==> src/rtl/uart_sid_bridge_n.sv <==
// UART-to-SID register bridge: 8N1 byte pairs (address, data) become one-cycle
// write strobes to one of NUM_SIDS SID cores, or to all of them on broadcast.
//
// receiver state | meaning
// RX_IDLE        | line idle, waiting for a falling edge
// RX_START       | half a bit into the start bit, confirming it is real
// RX_DATA        | sampling 8 data bits LSB first at mid-bit
// RX_STOP        | sampling the stop bit
// RX_BREAK       | stop bit was low; waiting for the line to return high
//
// pair state     | meaning
// PAIR_WAIT_ADDR | no address held
// PAIR_WAIT_DATA | address byte latched, waiting for its data byte

module uart_sid_bridge_n #(
   parameter int CLKS_PER_BIT = 1248,
   parameter int NUM_SIDS     = 2,
   parameter int MAX_REG      = 28,
   parameter int TIMEOUT_CLKS = 24960,
   parameter bit BROADCAST_EN = 1'b1
) (
   input  logic                CLK_IN,
   input  logic                RST_i,
   input  logic                RS232_RX_i,
   output logic [NUM_SIDS-1:0] SID_WE_o,
   output logic [4:0]          SID_ADDR_o,
   output logic [7:0]          SID_DATA_o,
   output logic                PENDING_o,
   output logic                FRAME_ERR_o,
   output logic                DROP_o
);

   localparam int CNT_MAX = (CLKS_PER_BIT > TIMEOUT_CLKS) ? CLKS_PER_BIT : TIMEOUT_CLKS;
   localparam int CW      = $clog2(CNT_MAX) + 1;

   localparam logic [CW-1:0] HALF_LOAD = CW'(CLKS_PER_BIT / 2 - 1);
   localparam logic [CW-1:0] BIT_LOAD  = CW'(CLKS_PER_BIT - 1);
   localparam logic [CW-1:0] TO_LIMIT  = CW'(TIMEOUT_CLKS);

   typedef enum logic [2:0] {
      RX_IDLE,
      RX_START,
      RX_DATA,
      RX_STOP,
      RX_BREAK
   } rx_state_e;

   typedef enum logic {
      PAIR_WAIT_ADDR,
      PAIR_WAIT_DATA
   } pair_state_e;

   logic                rx_meta_q, rx_meta_d;
   logic                rx_sync_q, rx_sync_d;
   rx_state_e           rx_state_q, rx_state_d;
   logic [CW-1:0]       baud_cnt_q, baud_cnt_d;
   logic [2:0]          bit_idx_q, bit_idx_d;
   logic [7:0]          shift_q, shift_d;
   pair_state_e         pair_state_q, pair_state_d;
   logic [2:0]          chip_q, chip_d;
   logic [4:0]          reg_q, reg_d;
   logic [CW-1:0]       to_cnt_q, to_cnt_d;
   logic [NUM_SIDS-1:0] we_q, we_d;
   logic [4:0]          addr_q, addr_d;
   logic [7:0]          data_q, data_d;
   logic                pending_q, pending_d;
   logic                frame_err_q, frame_err_d;
   logic                drop_q, drop_d;

   logic byte_valid;
   logic is_bcast;
   logic is_single;
   logic pair_ok;

   assign is_bcast  = BROADCAST_EN && (chip_q == 3'd7);
   assign is_single = int'(chip_q) < NUM_SIDS;
   assign pair_ok   = (int'(reg_q) <= MAX_REG) && (is_bcast || is_single);

   always_comb begin
      rx_meta_d    = RS232_RX_i;
      rx_sync_d    = rx_meta_q;
      rx_state_d   = rx_state_q;
      baud_cnt_d   = baud_cnt_q;
      bit_idx_d    = bit_idx_q;
      shift_d      = shift_q;
      pair_state_d = pair_state_q;
      chip_d       = chip_q;
      reg_d        = reg_q;
      to_cnt_d     = to_cnt_q;
      we_d         = '0;
      addr_d       = addr_q;
      data_d       = data_q;
      frame_err_d  = 1'b0;
      drop_d       = 1'b0;
      byte_valid   = 1'b0;

      unique case (rx_state_q)
         RX_IDLE: begin
            if (!rx_sync_q) begin
               rx_state_d = RX_START;
               baud_cnt_d = HALF_LOAD;
            end
         end
         RX_START: begin
            if (baud_cnt_q == '0) begin
               if (rx_sync_q) begin
                  rx_state_d = RX_IDLE;
               end else begin
                  rx_state_d = RX_DATA;
                  baud_cnt_d = BIT_LOAD;
                  bit_idx_d  = 3'd0;
               end
            end else begin
               baud_cnt_d = baud_cnt_q - CW'(1);
            end
         end
         RX_DATA: begin
            if (baud_cnt_q == '0) begin
               shift_d    = {rx_sync_q, shift_q[7:1]};
               baud_cnt_d = BIT_LOAD;
               if (bit_idx_q == 3'd7) rx_state_d = RX_STOP;
               else                   bit_idx_d  = bit_idx_q + 3'd1;
            end else begin
               baud_cnt_d = baud_cnt_q - CW'(1);
            end
         end
         RX_STOP: begin
            if (baud_cnt_q == '0) begin
               if (rx_sync_q) begin
                  byte_valid = 1'b1;
                  rx_state_d = RX_IDLE;
               end else begin
                  frame_err_d = 1'b1;
                  rx_state_d  = RX_BREAK;
               end
            end else begin
               baud_cnt_d = baud_cnt_q - CW'(1);
            end
         end
         RX_BREAK: begin
            // a held-low line must not be mistaken for a fresh start bit
            if (rx_sync_q) rx_state_d = RX_IDLE;
         end
         default: rx_state_d = RX_IDLE;
      endcase

      unique case (pair_state_q)
         PAIR_WAIT_ADDR: begin
            if (byte_valid) begin
               chip_d       = shift_q[7:5];
               reg_d        = shift_q[4:0];
               to_cnt_d     = '0;
               pair_state_d = PAIR_WAIT_DATA;
            end
         end
         PAIR_WAIT_DATA: begin
            if (byte_valid) begin
               pair_state_d = PAIR_WAIT_ADDR;
               if (pair_ok) begin
                  we_d   = is_bcast ? '1 : (NUM_SIDS'(1) << chip_q);
                  addr_d = reg_q;
                  data_d = shift_q;
               end else begin
                  drop_d = 1'b1;
               end
            end else if (rx_state_q == RX_IDLE) begin
               to_cnt_d = to_cnt_q + CW'(1);
               if (to_cnt_d == TO_LIMIT) pair_state_d = PAIR_WAIT_ADDR;
            end
         end
         default: pair_state_d = PAIR_WAIT_ADDR;
      endcase

      if (frame_err_d) pair_state_d = PAIR_WAIT_ADDR;

      pending_d = (pair_state_d == PAIR_WAIT_DATA);
   end

   always_ff @(posedge CLK_IN or posedge RST_i) begin
      if (RST_i) begin
         rx_meta_q    <= 1'b1;
         rx_sync_q    <= 1'b1;
         rx_state_q   <= RX_IDLE;
         baud_cnt_q   <= '0;
         bit_idx_q    <= 3'd0;
         shift_q      <= 8'd0;
         pair_state_q <= PAIR_WAIT_ADDR;
         chip_q       <= 3'd0;
         reg_q        <= 5'd0;
         to_cnt_q     <= '0;
         we_q         <= '0;
         addr_q       <= 5'd0;
         data_q       <= 8'd0;
         pending_q    <= 1'b0;
         frame_err_q  <= 1'b0;
         drop_q       <= 1'b0;
      end else begin
         rx_meta_q    <= rx_meta_d;
         rx_sync_q    <= rx_sync_d;
         rx_state_q   <= rx_state_d;
         baud_cnt_q   <= baud_cnt_d;
         bit_idx_q    <= bit_idx_d;
         shift_q      <= shift_d;
         pair_state_q <= pair_state_d;
         chip_q       <= chip_d;
         reg_q        <= reg_d;
         to_cnt_q     <= to_cnt_d;
         we_q         <= we_d;
         addr_q       <= addr_d;
         data_q       <= data_d;
         pending_q    <= pending_d;
         frame_err_q  <= frame_err_d;
         drop_q       <= drop_d;
      end
   end

   assign SID_WE_o    = we_q;
   assign SID_ADDR_o  = addr_q;
   assign SID_DATA_o  = data_q;
   assign PENDING_o   = pending_q;
   assign FRAME_ERR_o = frame_err_q;
   assign DROP_o      = drop_q;

endmodule
==> config.mk <==
export PLATFORM = sky130hd
export DESIGN_NAME = uart_sid_bridge_n
export DESIGN_NICKNAME = d
export VERILOG_FILES = /design/src/rtl/uart_sid_bridge_n.sv
export SDC_FILE = /design/constraint.sdc
export NUM_CORES = 1
export LEC_CHECK = 0
export CAP_MARGIN = 30
export CORE_ASPECT_RATIO = 1.5
export CORE_UTILIZATION = 60
export CTS_CLUSTER_SIZE = 10
export DETAILED_ROUTE_END_ITERATION = 7
export HOLD_SLACK_MARGIN = 0.12
export PLACE_DENSITY = 0.8
export RECOVER_POWER = 25
export SLEW_MARGIN = 25
export SYNTH_ARGS = -nofsm -noshare
export SYNTH_HDL_FRONTEND = slang
export SYNTH_SLANG_ARGS = --single-unit
==> constraint.sdc <==
create_clock -name CLK_IN -period 3 [get_ports CLK_IN]
set_input_delay 0.75 -clock CLK_IN [delete_from_list [all_inputs] [get_ports CLK_IN]]
set_output_delay 0.75 -clock CLK_IN [all_outputs]
set_load 0.1 [all_outputs]
## Word-level counts from Yosys, hierarchy flattened

Index checks and enable logic that the tools add are counted.

- Bits in registers: 74
- Latch bits: 0
- Memory bits (writable): 0
- Bits in read-only memories: 0
- Input port bits: 3
- Output and inout port bits: 18
- Logic and storage cells: 98
- Memories kept: 0

- Add/subtract/negate cells: 3
- Multipliers: 0
- Divide/modulo/power cells: 0
- Magnitude comparators: 2
- Eq/ne operators: 20
- Shifts and indexed selects: 1
- Muxes and demuxes: 43
- Bitwise gates (word level): 1
- Reductions and logical operators: 13

Operator list:

| cell | count |
|---|---|
| $mux W16 | 8 |
| $pmux W16 S4 | 1 |
| $mux W3 | 11 |
| $pmux W16 S2 | 1 |
| $ne A2 B2 Y1 const B | 11 |
| $add A16 B1 Y16 const B | 1 |
| $eq A16 B15 Y1 const B | 1 |
| $logic_not A16 Y1 | 1 |
| $sub A16 B1 Y16 const B | 1 |
| $pmux W3 S5 | 1 |
| $mux W1 | 14 |
| $mux W2 | 5 |
| $eq A3 B3 Y1 const B | 3 |
| $eq A3 B2 Y1 const B | 2 |
| $pmux W3 S2 | 1 |
| $reduce_and A3 Y1 | 2 |
| $reduce_and A6 Y1 | 1 |
| $le A5 B5 Y1 const B | 1 |
| $reduce_and A5 Y1 | 1 |
| $reduce_and A2 Y1 | 2 |
| $reduce_and A4 Y1 | 1 |
| $reduce_bool A4 Y1 | 1 |
| $add A3 B1 Y3 const B | 1 |
| $eq A3 B1 Y1 const B | 1 |
| 10 further kinds | 10 |

## Longest topological paths before layout

- Word-level depth: 7
- Mapped depth: 9
- Gate-level depth less buffers: 7

## Worst setup path after synthesis

OpenSTA, ideal clock, no wires.

- Path kind: reg2reg
- From: register, netlist name PENDING_o
- To: register chip_q[0]
- Setup time: 0.128 ns
- Arrival: 2.062 ns
- Required time: 2.872 ns
- Slack: 0.810 ns
- Cell stages (with the launch flop): 6
- Period minus slack after synthesis: 2.190 ns
- Cells stage by stage: dfrtp_1 -> clkbuf_2 -> nor4b_1 -> and4_1 -> buf_2 -> mux2_1

RTL lines:

| element | RTL line | RTL |
|---|---|---|
| to (signal assigned) | 205 | `chip_q <= chip_d;` |
| to (decl) | 60 | `logic [2:0] chip_q, chip_d;` |

## Final worst setup path

- From: register rx_state_q[0]
- To: register reg_q[3]

- Word-level cells in the longest chain between the ends: 3

RTL lines:

| element | RTL line | RTL |
|---|---|---|
| from (decl) | 55 | `rx_state_e rx_state_q, rx_state_d;` |
| from (signal assigned) | 200 | `rx_state_q <= rx_state_d;` |
| $eq A3 B2 Y1 | 97 | `unique case (rx_state_q)` |
| $mux W1 | 97 |  |
| $reduce_and A2 Y1 (no line) | n/a |  |
| to (signal assigned) | 206 | `reg_q <= reg_d;` |
| to (decl) | 61 | `logic [4:0] reg_q, reg_d;` |

Every way passes these cells.
A chain may end at the register's enable or synchronous reset.

==> results.txt <==
----------------------------------------------------
[Run status]
  Outcome ... finished, final reports clean

[CTS]
  Clock Sinks ... 74
  Clock input transition at the sequential cells of the worst setup and hold paths ... 0.08 ns
  Clock buffer count from CTS ... 9
  Hold buffer count at CTS ... 0
  Clk Tree Root Cell ... sky130_fd_sc_hd__clkbuf_8
  Clock tree from TritonCTS ... built
  Clock latency on the worst-skew pair ... 0.35 ns
  Count of cells resized by post-cts repair ... 0
  Number of buffers on the longest clock path ... 2
  Buffers inserted during post-CTS setup optimization ... 0
  Maximum level of the CTS H-tree ... 3

[Global route]
  Leftover overflow at the end of global routing ... 0
  Vias in the first global route ... 3134
  Maximum number of pins on one net before global-route repair ... 29
  Global-route wire length before repair ... 14.46 mm
  Tot GR Track Use ... 0.2848
  Initial antenna violation count ... 0

[Power]
  Worst ir drop on vdd ... 0.3497 mV
  Sum of internal, switching and leakage power ... 1.748 mW
  LEAKAGE ... 1.929 nW
  Power Density ... 408.5 nW/µm²

[Worst setup path]
  Kind of launch point of the worst setup path ... register
  Category of the critical setup timing path ... register to register
  Critical Path Fanout Max ... 18
  Data required, critical path ... 3.23 ns
  Kind of end point of the critical path ... register
  Critical path arrival ... 2.78 ns

[Logic synthesis]
  Dominant cells by area after synthesis ... sky130_fd_sc_hd__dfrtp_1 46%, sky130_fd_sc_hd__mux2_1 8.4%, sky130_fd_sc_hd__o21ai_1 3.9%
  Most instantiated library cell after synthesis ... sky130_fd_sc_hd__dfrtp_1
  Sequential-to-total area share from yosys stat ... 0.4770
  Flip-flop cell with the highest count after synthesis ... sky130_fd_sc_hd__dfrtp_1
  FF+latch count, synth ... 74
  Number of enable flip-flop cells after synthesis ... 0
  Area share of the leading cell type in the synthesized netlist ... 0.4635
  List of most frequent post-synthesis cells ... 72 x sky130_fd_sc_hd__dfrtp_1, 31 x sky130_fd_sc_hd__nand2_1, 30 x sky130_fd_sc_hd__o21ai_1
  Number of nets produced by synthesis ... 402
  Share of flip-flops with an asynchronous set or reset ... 1.000
  Cell type with the highest aggregate area in the netlist ... sky130_fd_sc_hd__dfrtp_1
  Synthesized instance count ... 394
  Ys Warns ... 0
  Yosys cell types ... 61
  Post-Syn Area per Cell ... 9.867 µm²
  Post-synthesis cell area ... 3887 µm²

[STA]
  Actual transition at the worst max-transition pin ... 1.055 ns
  Hold Vio Cnt, Final ... 0
  Maximum clock skew at final layout ... 0.008288 ns
  Max Clock Freq ... 393.0 MHz
  Setup repair after global routing missed its margin ... no
  Setup total negative slack ... 0 ns
  Tcrit/Tclk final ... 0.8482
  Number of max-slew violations in the final report ... 0
  Setup Viol. Count Final ... 0
  Min Clock Period, post-route ... 2.545 ns
  Slew HR ... 0.2956

[Detailed routing]
  Met2 routed wirelength ... 4.490 mm
  DRC violations left ... 0
  Total vias in the final route ... 3178
  Top layer in use ... met4
  Total routed wirelength ... 8.455 mm
  Number of vias per cell ... 6.499
  Router iterations before antenna repair ... 5
  Avg WL per Cell ... 17.29 µm
  Initial detailed-routing violation count ... 228
  Met1 Routed Length ... 3.462 mm
  Post-route antenna net violation count ... 0
  Routed wl met3 ... 299 µm

[Layout]
  Synthesis-to-finish area growth ... 10.04%
  Non-filler instance count after layout ... 489
  Final core area utilization ... 0.6879
  Final Instance Area ... 4278 µm²
  Antenna Cells ... 0
  Net count reported at finish ... 418
  Ratio of cells with drive above 1 in the final layout ... 0.1325

[Floorplan]
  DIE HEIGHT ... 100.6 µm
  Boundary pin count ... 21
  Count of standard-cell rows ... 35
  Starting Density ... 0.6252
  Die area ... 6812 µm²
  Core area ... 6218 µm²
  Horizontal die dimension ... 67.72 µm

[Placement]
  Total placed cells including tap cells ... 473
  Routability Congestion ... 0.8709
  Cell Area, Placed ... 4111 µm²
  IO Port Bufs ... 20
  HPWL after detailed placement ... 6.038 mm

[Hold path]
  Type of the tightest min-delay check ... register to register

[Run]
  MaxCap Viol Count ... 0

----------------------------------------------------
layer usage:
layer  GRT usage  vias to the layer above
li1            -                     1505
met1      0.3308                     1560
met2      0.4638                       89
met3     0.05995                       24
met4      0.1817                        0
met5           0                        -
worst max-delay path, stage by stage, from the launching register on:
cell and delay (ns):
sky130_fd_sc_hd__dfrtp_1 0.69, sky130_fd_sc_hd__nand2_1 0.23, sky130_fd_sc_hd__nor4b_1 0.53, sky130_fd_sc_hd__and4_1 0.60, sky130_fd_sc_hd__mux2_1 0.38
kinds of logic after synthesis:
| kind of cell | Yosys count | synth area share |
|---|---|---|
| flip-flops | 74 | 0.4770 |
| buffers and inverters | 35 | 0.03830 |
| AO/OA/AOI/OAI | 98 | 0.1590 |
| multiplexers | 32 | 0.09173 |
| XOR/XNOR | 1 | 0.002253 |
| adder cells (fa/ha/maj) | 5 | 0.01609 |
| AND/OR/NAND/NOR | 149 | 0.2156 |
layout make-up:
cell class	instances	area, µm²
Timing Repair Buffer	29	216.5
Clock inverter	6	47.55
Clock buffer	10	137.6
Fill cell	479	1941
Multi-Input combinational cell	285	1888
Inverter	11	41.29
Sequential cell	74	1854
Tap cell	74	92.59
registers in the layout, indices dropped and copies added, names as in the netlist:
register     count
DROP_o           1
FRAME_ERR_o      1
PENDING_o        1
SID_ADDR_o       5
SID_DATA_o       8
SID_WE_o         2
baud_cnt_q      16
bit_idx_q        3
chip_q           3
reg_q            5
rx_meta_q        1
rx_state_q       3
rx_sync_q        1
shift_q          8
to_cnt_q        16
cell usage in the layout, fill, tap and decap left out, types with 2 or more instances in the layout:
master,netlist,routed
sky130_fd_sc_hd__o311a_1,3,3
sky130_fd_sc_hd__inv_6,0,3
sky130_fd_sc_hd__dlygate4sd3_1,0,2
sky130_fd_sc_hd__a31oi_1,12,12
sky130_fd_sc_hd__nand3_1,12,12
sky130_fd_sc_hd__a211oi_1,2,2
sky130_fd_sc_hd__nor4_1,11,11
sky130_fd_sc_hd__nand2_1,31,31
sky130_fd_sc_hd__or4_1,2,2
sky130_fd_sc_hd__mux2_1,29,29
sky130_fd_sc_hd__o21ai_0,6,6
sky130_fd_sc_hd__and3_1,5,5
sky130_fd_sc_hd__mux2i_1,3,3
sky130_fd_sc_hd__o31a_1,4,4
sky130_fd_sc_hd__ha_1,5,5
sky130_fd_sc_hd__a211o_1,2,2
sky130_fd_sc_hd__inv_1,11,11
sky130_fd_sc_hd__o22a_1,2,2
sky130_fd_sc_hd__nor3_1,15,15
sky130_fd_sc_hd__clkbuf_8,0,10
sky130_fd_sc_hd__o21ai_1,30,30
sky130_fd_sc_hd__nor2_1,28,28
sky130_fd_sc_hd__dfstp_2,2,2
sky130_fd_sc_hd__nand2b_1,2,2
sky130_fd_sc_hd__o31ai_1,5,5
sky130_fd_sc_hd__nor2b_1,2,2
sky130_fd_sc_hd__and4_1,3,3
sky130_fd_sc_hd__nor3_2,2,2
sky130_fd_sc_hd__or3_1,11,11
sky130_fd_sc_hd__and2_1,2,2
sky130_fd_sc_hd__a311oi_1,4,4
sky130_fd_sc_hd__buf_4,1,25
sky130_fd_sc_hd__nand4_1,10,10
sky130_fd_sc_hd__dfrtp_1,72,72
sky130_fd_sc_hd__a21oi_1,18,17
final timing paths:
check	depth (start not counted)	slack, ns	to	start
worst max-delay path	4	0.46	reg_q[3]$_DFFE_PP0P_	rx_state_q[0]$_DFFE_PP0P_
worst min-delay path	0	0.36	rx_sync_q$_DFF_PP1_	rx_meta_q$_DFF_PP1_
worst max register to register	4	0.46	reg_q[3]$_DFFE_PP0P_	rx_state_q[0]$_DFFE_PP0P_
worst min register to register	0	0.36	rx_sync_q$_DFF_PP1_	rx_meta_q$_DFF_PP1_
max in group asynchronous	3	0.65	rx_state_q[0]$_DFFE_PP0P_	RST_i
min in group asynchronous	2	1.09	SID_DATA_o[0]$_DFFE_PP0P_	RST_i
where the power goes:
part / switching [mW] / internal [mW] / total (mW)
clock network: 0.388 / 0.331 / 0.720
logic: 0.0219 / 0.00486 / 0.0267
registers: 0.00238 / 0.999 / 1.00
total: 0.413 / 1.34 / 1.75
metrics by stage:
| step | worst slack (ns) | hold WS [ns] |
|---|---|---|
| 2_1_floorplan | 0.3717 | 0.3452 |
| 3_3_place_gp | 0.5774 | 0.3461 |
| 3_5_place_dp | 0.5107 | 0.3520 |
| 4_1_cts | 0.4868 | 0.3645 |
| 5_1_grt | 0.2475 | 0.3781 |
| 6_report | 0.4553 | 0.3590 |
(Power assumes the default switching activity.)
